File: src/rtl/game_pkg.sv
// Shared state encoding and counter widths for the frame-level game controller.
// Types and constants only; no logic.
package game_pkg;
    typedef enum logic [2:0] {
        IDLE       = 3'd0,
        PLAY       = 3'd1,
        HIT_FREEZE = 3'd2,
        GAME_OVER  = 3'd3,
        WIN        = 3'd4
    } game_state_t;

    localparam int FREEZE_W = 6;
    localparam int INVULN_W = 7;
endpackage

File: src/rtl/game_ctrl_if.sv
// Per-pixel collision/frame inputs and game status outputs of the controller.
// master drives the frame/collision side, slave is the controller.
interface game_ctrl_if;
    import game_pkg::*;

    logic        startOfFrame;
    logic        start_key;
    logic        collision_bomber_wall;
    logic        collision_bomber_mine;
    logic        collision_bomber_explosion;
    logic        all_enemies_dead;
    game_state_t game_state;
    logic [1:0]  lives;
    logic        play_enable;
    logic        bomber_blocked;
    logic        invulnerable;
    logic        bomber_hit;

    modport master (
        output startOfFrame, start_key, collision_bomber_wall, collision_bomber_mine,
               collision_bomber_explosion, all_enemies_dead,
        input  game_state, lives, play_enable, bomber_blocked, invulnerable, bomber_hit
    );

    modport slave (
        input  startOfFrame, start_key, collision_bomber_wall, collision_bomber_mine,
               collision_bomber_explosion, all_enemies_dead,
        output game_state, lives, play_enable, bomber_blocked, invulnerable, bomber_hit
    );
endinterface

File: src/rtl/game_ctrl_frame_collision_latch.sv
// Sticky per-frame collision flag; cleared on startOfFrame.
// seen is combinational (flag OR same-cycle hit) so a pixel on the boundary cycle still counts.
module frame_collision_latch (
    input  logic clk,
    input  logic reset,
    input  logic sof,
    input  logic hit,
    output logic seen
);
    logic flag;

    always_ff @(posedge clk or posedge reset) begin
        if (reset) begin
            flag <= 1'b0;
        end else if (sof) begin
            flag <= 1'b0;
        end else if (hit) begin
            flag <= 1'b1;
        end
    end

    assign seen = flag | hit;
endmodule

File: src/rtl/game_ctrl.sv
// Frame-level game FSM: evaluates accumulated collisions once per frame, tracks lives/freeze/immunity.
// Outputs registered, update one cycle after the evaluating startOfFrame or start edge; no backpressure.
module game_ctrl
    import game_pkg::*;
#(
    parameter int LIVES_INIT        = 3,
    parameter int HIT_FREEZE_FRAMES = 30,
    parameter int INVULN_FRAMES     = 60
) (
    input  logic        clk,
    input  logic        reset,
    game_ctrl_if.slave  bus
);
    game_state_t         state;
    logic [1:0]          lives;
    logic [FREEZE_W-1:0] freeze_cnt;
    logic [INVULN_W-1:0] inv_cnt;
    logic                play_enable;
    logic                bomber_blocked;
    logic                invulnerable;
    logic                bomber_hit;
    logic                start_low;
    logic                start_rise;
    logic                wall_now;
    logic                dmg_now;
    logic                sof;

    assign sof = bus.startOfFrame;

    frame_collision_latch u_wall (
        .clk   (clk),
        .reset (reset),
        .sof   (sof),
        .hit   (bus.collision_bomber_wall),
        .seen  (wall_now)
    );

    frame_collision_latch u_dmg (
        .clk   (clk),
        .reset (reset),
        .sof   (sof),
        .hit   (bus.collision_bomber_mine | bus.collision_bomber_explosion),
        .seen  (dmg_now)
    );

    // start_low resets to 0 so a key already held through reset never looks like a fresh press.
    always_ff @(posedge clk or posedge reset) begin
        if (reset) begin
            start_low <= 1'b0;
        end else begin
            start_low <= ~bus.start_key;
        end
    end

    assign start_rise = bus.start_key & start_low;

    always_ff @(posedge clk or posedge reset) begin
        if (reset) begin
            state          <= IDLE;
            lives          <= 2'(LIVES_INIT);
            freeze_cnt     <= '0;
            inv_cnt        <= '0;
            play_enable    <= 1'b0;
            bomber_blocked <= 1'b0;
            invulnerable   <= 1'b0;
            bomber_hit     <= 1'b0;
        end else begin
            bomber_hit <= 1'b0;
            case (state)
                IDLE: begin
                    lives          <= 2'(LIVES_INIT);
                    freeze_cnt     <= '0;
                    inv_cnt        <= '0;
                    invulnerable   <= 1'b0;
                    bomber_blocked <= 1'b0;
                    if (start_rise) begin
                        state       <= PLAY;
                        play_enable <= 1'b1;
                    end
                end
                PLAY: begin
                    if (sof) begin
                        if (inv_cnt != '0) begin
                            inv_cnt <= inv_cnt - INVULN_W'(1);
                        end
                        invulnerable   <= (inv_cnt > INVULN_W'(1));
                        bomber_blocked <= wall_now;
                        if (bus.all_enemies_dead) begin
                            state          <= WIN;
                            play_enable    <= 1'b0;
                            bomber_blocked <= 1'b0;
                        end else if (dmg_now && (inv_cnt == '0)) begin
                            bomber_hit     <= 1'b1;
                            play_enable    <= 1'b0;
                            bomber_blocked <= 1'b0;
                            if (lives <= 2'd1) begin
                                lives <= 2'd0;
                                state <= GAME_OVER;
                            end else begin
                                lives      <= lives - 2'd1;
                                freeze_cnt <= FREEZE_W'(HIT_FREEZE_FRAMES);
                                state      <= HIT_FREEZE;
                            end
                        end
                    end
                end
                HIT_FREEZE: begin
                    if (sof) begin
                        if (freeze_cnt <= FREEZE_W'(1)) begin
                            freeze_cnt   <= '0;
                            inv_cnt      <= INVULN_W'(INVULN_FRAMES);
                            invulnerable <= 1'b1;
                            play_enable  <= 1'b1;
                            state        <= PLAY;
                        end else begin
                            freeze_cnt <= freeze_cnt - FREEZE_W'(1);
                        end
                    end
                end
                GAME_OVER, WIN: begin
                    if (start_rise) begin
                        state        <= IDLE;
                        lives        <= 2'(LIVES_INIT);
                        freeze_cnt   <= '0;
                        inv_cnt      <= '0;
                        invulnerable <= 1'b0;
                    end
                end
                default: begin
                    state       <= IDLE;
                    play_enable <= 1'b0;
                end
            endcase
        end
    end

    assign bus.game_state     = state;
    assign bus.lives          = lives;
    assign bus.play_enable    = play_enable;
    assign bus.bomber_blocked = bomber_blocked;
    assign bus.invulnerable   = invulnerable;
    assign bus.bomber_hit     = bomber_hit;
endmodule
File: src/flat_wrapper.sv
// flat-port wrapper written by rule: the top's interface ports become plain ports
module game_ctrl_flat import game_pkg::*;
#(
    parameter int LIVES_INIT        = 3,
    parameter int HIT_FREEZE_FRAMES = 30,
    parameter int INVULN_FRAMES     = 60
)
  (clk, reset, bus_startOfFrame, bus_start_key, bus_collision_bomber_wall, bus_collision_bomber_mine, bus_collision_bomber_explosion, bus_all_enemies_dead, bus_game_state, bus_lives, bus_play_enable, bus_bomber_blocked, bus_invulnerable, bus_bomber_hit);
  game_ctrl_if bus_i ();
  input  logic clk;
  input  logic reset;
  input wire logic [$bits(bus_i.startOfFrame)-1:0] bus_startOfFrame;
  input wire logic [$bits(bus_i.start_key)-1:0] bus_start_key;
  input wire logic [$bits(bus_i.collision_bomber_wall)-1:0] bus_collision_bomber_wall;
  input wire logic [$bits(bus_i.collision_bomber_mine)-1:0] bus_collision_bomber_mine;
  input wire logic [$bits(bus_i.collision_bomber_explosion)-1:0] bus_collision_bomber_explosion;
  input wire logic [$bits(bus_i.all_enemies_dead)-1:0] bus_all_enemies_dead;
  output wire logic [$bits(bus_i.game_state)-1:0] bus_game_state;
  output wire logic [$bits(bus_i.lives)-1:0] bus_lives;
  output wire logic [$bits(bus_i.play_enable)-1:0] bus_play_enable;
  output wire logic [$bits(bus_i.bomber_blocked)-1:0] bus_bomber_blocked;
  output wire logic [$bits(bus_i.invulnerable)-1:0] bus_invulnerable;
  output wire logic [$bits(bus_i.bomber_hit)-1:0] bus_bomber_hit;
  assign bus_i.startOfFrame = bus_startOfFrame;
  assign bus_i.start_key = bus_start_key;
  assign bus_i.collision_bomber_wall = bus_collision_bomber_wall;
  assign bus_i.collision_bomber_mine = bus_collision_bomber_mine;
  assign bus_i.collision_bomber_explosion = bus_collision_bomber_explosion;
  assign bus_i.all_enemies_dead = bus_all_enemies_dead;
  assign bus_game_state = bus_i.game_state;
  assign bus_lives = bus_i.lives;
  assign bus_play_enable = bus_i.play_enable;
  assign bus_bomber_blocked = bus_i.bomber_blocked;
  assign bus_invulnerable = bus_i.invulnerable;
  assign bus_bomber_hit = bus_i.bomber_hit;
  game_ctrl #(.LIVES_INIT(LIVES_INIT), .HIT_FREEZE_FRAMES(HIT_FREEZE_FRAMES), .INVULN_FRAMES(INVULN_FRAMES)) u_core (.clk(clk), .reset(reset), .bus(bus_i));
endmodule
File: config.mk
export PLATFORM = sky130hd
export DESIGN_NAME = game_ctrl_flat
export DESIGN_NICKNAME = d
export VERILOG_FILES = /design/src/rtl/game_pkg.sv /design/src/rtl/game_ctrl_if.sv /design/src/rtl/game_ctrl_frame_collision_latch.sv /design/src/rtl/game_ctrl.sv /design/src/flat_wrapper.sv
export SDC_FILE = /design/constraint.sdc
export NUM_CORES = 1
export LEC_CHECK = 0
export CAP_MARGIN = 20
export CORE_MARGIN = 2
export CORE_UTILIZATION = 55
export DETAILED_ROUTE_END_ITERATION = 7
export MAX_ROUTING_LAYER = met4
export PLACE_DENSITY = 0.78
export SYNTH_ARGS = -nofsm -noshare
export SYNTH_HDL_FRONTEND = slang
export SYNTH_SLANG_ARGS = --single-unit
export TNS_END_PERCENT = 30
File: constraint.sdc
create_clock -name clk -period 2.7 [get_ports clk]
set_input_delay 0.675 -clock clk [delete_from_list [all_inputs] [get_ports clk]]
set_output_delay 0.675 -clock clk [all_outputs]
set_load 0.01 [all_outputs]
==> parameters.txt <==
Parameter                              Value

Drt
  Final wirelength    between 3000 and 4000 um
  Number of iterations in the first detailed-routing pass    4
  Via-to-Cell Ratio    approximately 6.0
  Remaining antenna violation count    0
  Wire length per cell after detailed routing    14.8 um
  Initial detailed-routing violation count    between 50 and 60
  Total DRC errors in the routed layout    0
  Via count    1,351

GRT
  Total routing usage reported by global routing    0.233
  Via count of the first global-routing pass    1,363
  Largest net degree at the start of global routing    19
  Final global-route overflow total    0
  First-pass GRT wire length    approximately 6000 um
  Antenna violations before repair    0

Clock network
  Clock tree from TritonCTS    built
  Quantity of gates resized following cts    0
  Number of buffers created by CTS    3
  Clock tree sinks    25
  Clk pin slew, worst setup/hold paths    ~0.13 ns
  H-Tree Depth    1
  Maximum root-to-sink buffer count    2
  Clock network latency to the later pin of the worst-skew pair    0.31 ns
  Post-CTS Hold Fix Bufs    0
  Post-CTS setup buffers    0
  CTS Root Cell    clkbuf_4

Final layout
  Number of nets in the layout    208
  Total inserted antenna cells    0
  Leading cell type in the layout, fill and taps excluded    dfrtp_1
  Finished Cell Area    between 1500 and 2000 sq um
  Area growth, synth to finish    15.8%
  Top library cells by usage in the layout, fill and taps aside    dfrtp_1 (23), nor2_1 (19), o21ai_0 (19)
  Share of final-layout standard cells stronger than drive strength 1    0.129

STA
  Final worst-path cycle share    0.818
  Top achievable clock speed    453 MHz
  Final critical delay including setup and external delays    2.21 ns
  Hold Fails Final Rpt    0
  Final max-slew violation count    0
  Transition time at the pin with the least slew margin    0.677 ns
  Final setup slack of the worst path    0.491 ns
  Max transition margin    0.547
  Count of endpoints failing setup in the final report    0
  Total negative setup slack    0 ns
  Layout Skew    0.00130 ns
  RSZ-0062 raised after global routing    false

Synth
  Count of yosys warnings during synthesis    0
  Number of different library cells in the post-synthesis netlist    49
  Number of cells produced by synthesis    175
  Mean post-synth cell area    8.87 sq um
  Most area-consuming cells after synthesis    dfrtp_1 (37%), o21ai_0 (6.1%), nor2_1 (4.6%), ha_1 (4.0%), dfstp_2 (3.4%)
  Yosys top cell by area    dfrtp_1
  Area share of the largest cell type after synthesis    0.371
  Synthesized Nets    188
  Netlist area before placement    1550 sq um
  Register area share after synthesis    0.405
  Number of synthesized register bits    25

Floorplan
  Count of boundary I/O pins    17
  Placeable core region    2710 sq um
  Die area    ~3300 sq um
  Height of the chip    57.1 um
  Die Width    57.1 um
  Starting density of the core    0.572
  Floorplan row count    19

Setup path
  Critical-path cell with the highest stage delay    or4_1
  CP top delay family    simple AND/OR/NAND/NOR gates
  CP cell instances    or4_1, o21ai_1, nand4_1, buf_4, o21ai_0, nand2_1
  Startpoint Class    flip-flop
  Maximum cell stage delay along the critical path    0.55 ns
  Worst endpoint data arrival time    2.42 ns
  Critical path class    flip-flop to flip-flop
  Maximum fanout along the worst path    14
  Critical path capture point type    flip-flop
  Critical path data required time    2.91 ns
  Number of buffer and inverter instances along the worst setup path    1

Run
  Max_cap viols    0

Power and ir drop
  Power density cells    1100 nW/um^2
  Overall power of the completed layout    1.97 mW
  Leak pwr    0.800 nW
  Max VDD drop    a little under 0.9 mV

Placement
  Final weighted congestion in routability-driven placement    0.814
  Total half-perimeter wirelength after legalization and detailed placement    2430 um
  Post-Place Setup Slack    0.231 ns
  Number of buffers inserted by port buffering    16
  Post-Place Cell Area    between 1500 and 2000 sq um

Run status
  Run status    completed

Worst hold path
  Type of the tightest min-delay check    flip-flop to flip-flop
[per-layer routing]
metal  vias up  global-route usage  part of all wire
met5         -                   -                 0
met4         0              0.0565            0.0060
met3         2              0.0227             0.028
met2        24               0.383              0.52
met1       662               0.314              0.45
li1        663                   -                 -
[final cells by class]
class                   count  area [sq um]
multi-input cells         127           827
inverters                  13          48.8
clock buffers               4          26.3
fillers                   235           913
well taps                  31          38.8
flip-flops and latches     25           628
repair buffers             25           228
[worst min-delay path, stage by stage (launching register included)]
cell     delay [ns]
dfrtp_1        0.35
nor2_1         0.05
nor2_1         0.07
[power by group]
part | switching (mW) | total (mW) | internal (mW) | leakage (nW)
combinational | 0.686 | 1.22 | 0.537 | 0.468
sequential | 0.0866 | 0.581 | 0.495 | 0.317
clock | 0.108 | 0.166 | 0.0577 | 0.0150
[flip-flops by register name, indices dropped and copies added (netlist names), 2 cells and up]
signal and count:
u_core.bus.lives 2, u_core.inv_cnt 7, u_core.freeze_cnt 6, u_core.bus.game_state 3
[kinds of logic after synthesis]
kind of cell,count (synthesis),synth area share
AOI/OAI and AO/OA,54,0.225
xor gates and xnor gates,1,0.00565
adders and majority gates,5,0.0403
buffers and inverters,23,0.0621
DFF,25,0.405
muxes,4,0.0306
and+or+nand+nor,63,0.231
[synthesized netlist by cell type (all sizes together)]
library cell	number
clkbuf	3
nand4	1
o41ai	1
nand3b	1
nor2b	1
and3b	1
nand3	4
o22ai	1
a21o	1
a2111o	1
a41oi	1
nor4	3
mux2	3
a21oi	8
o221ai	1
ha	5
or4	2
nor4b	1
mux2i	1
inv	13
or3b	1
dfstp	2
a211oi	1
nand2	11
xor2	1
o31ai	4
or2	2
a211o	1
a31oi	5
or3	2
nand2b	6
o21ai	26
nor2	19
nor3	3
dfrtp	23
nor3b	5
buf	7
a41o	1
a22oi	2
[worst paths after layout]
| check | start | to | slack, ns | depth (start not counted) |
|---|---|---|---|---|
| max in group asynchronous | reset | u_core.start_low | 1.49 | 3 |
| min in group asynchronous | reset | u_core.bus.invulnerable | 0.65 | 2 |
| hold / removal | u_core.u_wall.flag | u_core.u_wall.flag | 0.50 | 2 |
| hold reg to reg | u_core.u_wall.flag | u_core.u_wall.flag | 0.50 | 2 |
| setup / recovery | u_core.freeze_cnt[5] | u_core.inv_cnt[3] | 0.49 | 6 |
| setup reg to reg | u_core.freeze_cnt[5] | u_core.inv_cnt[3] | 0.49 | 6 |
[per-stage QoR]
stage          instances  hold WS, ns   util
6_report             225        0.498  0.663
5_1_grt              225        0.539  0.663
4_1_cts              225        0.507  0.663
3_5_place_dp         221        0.475  0.653
3_3_place_gp         221        0.473  0.653
2_1_floorplan        175        0.447      -
Power figures use the tool's default switching activity.
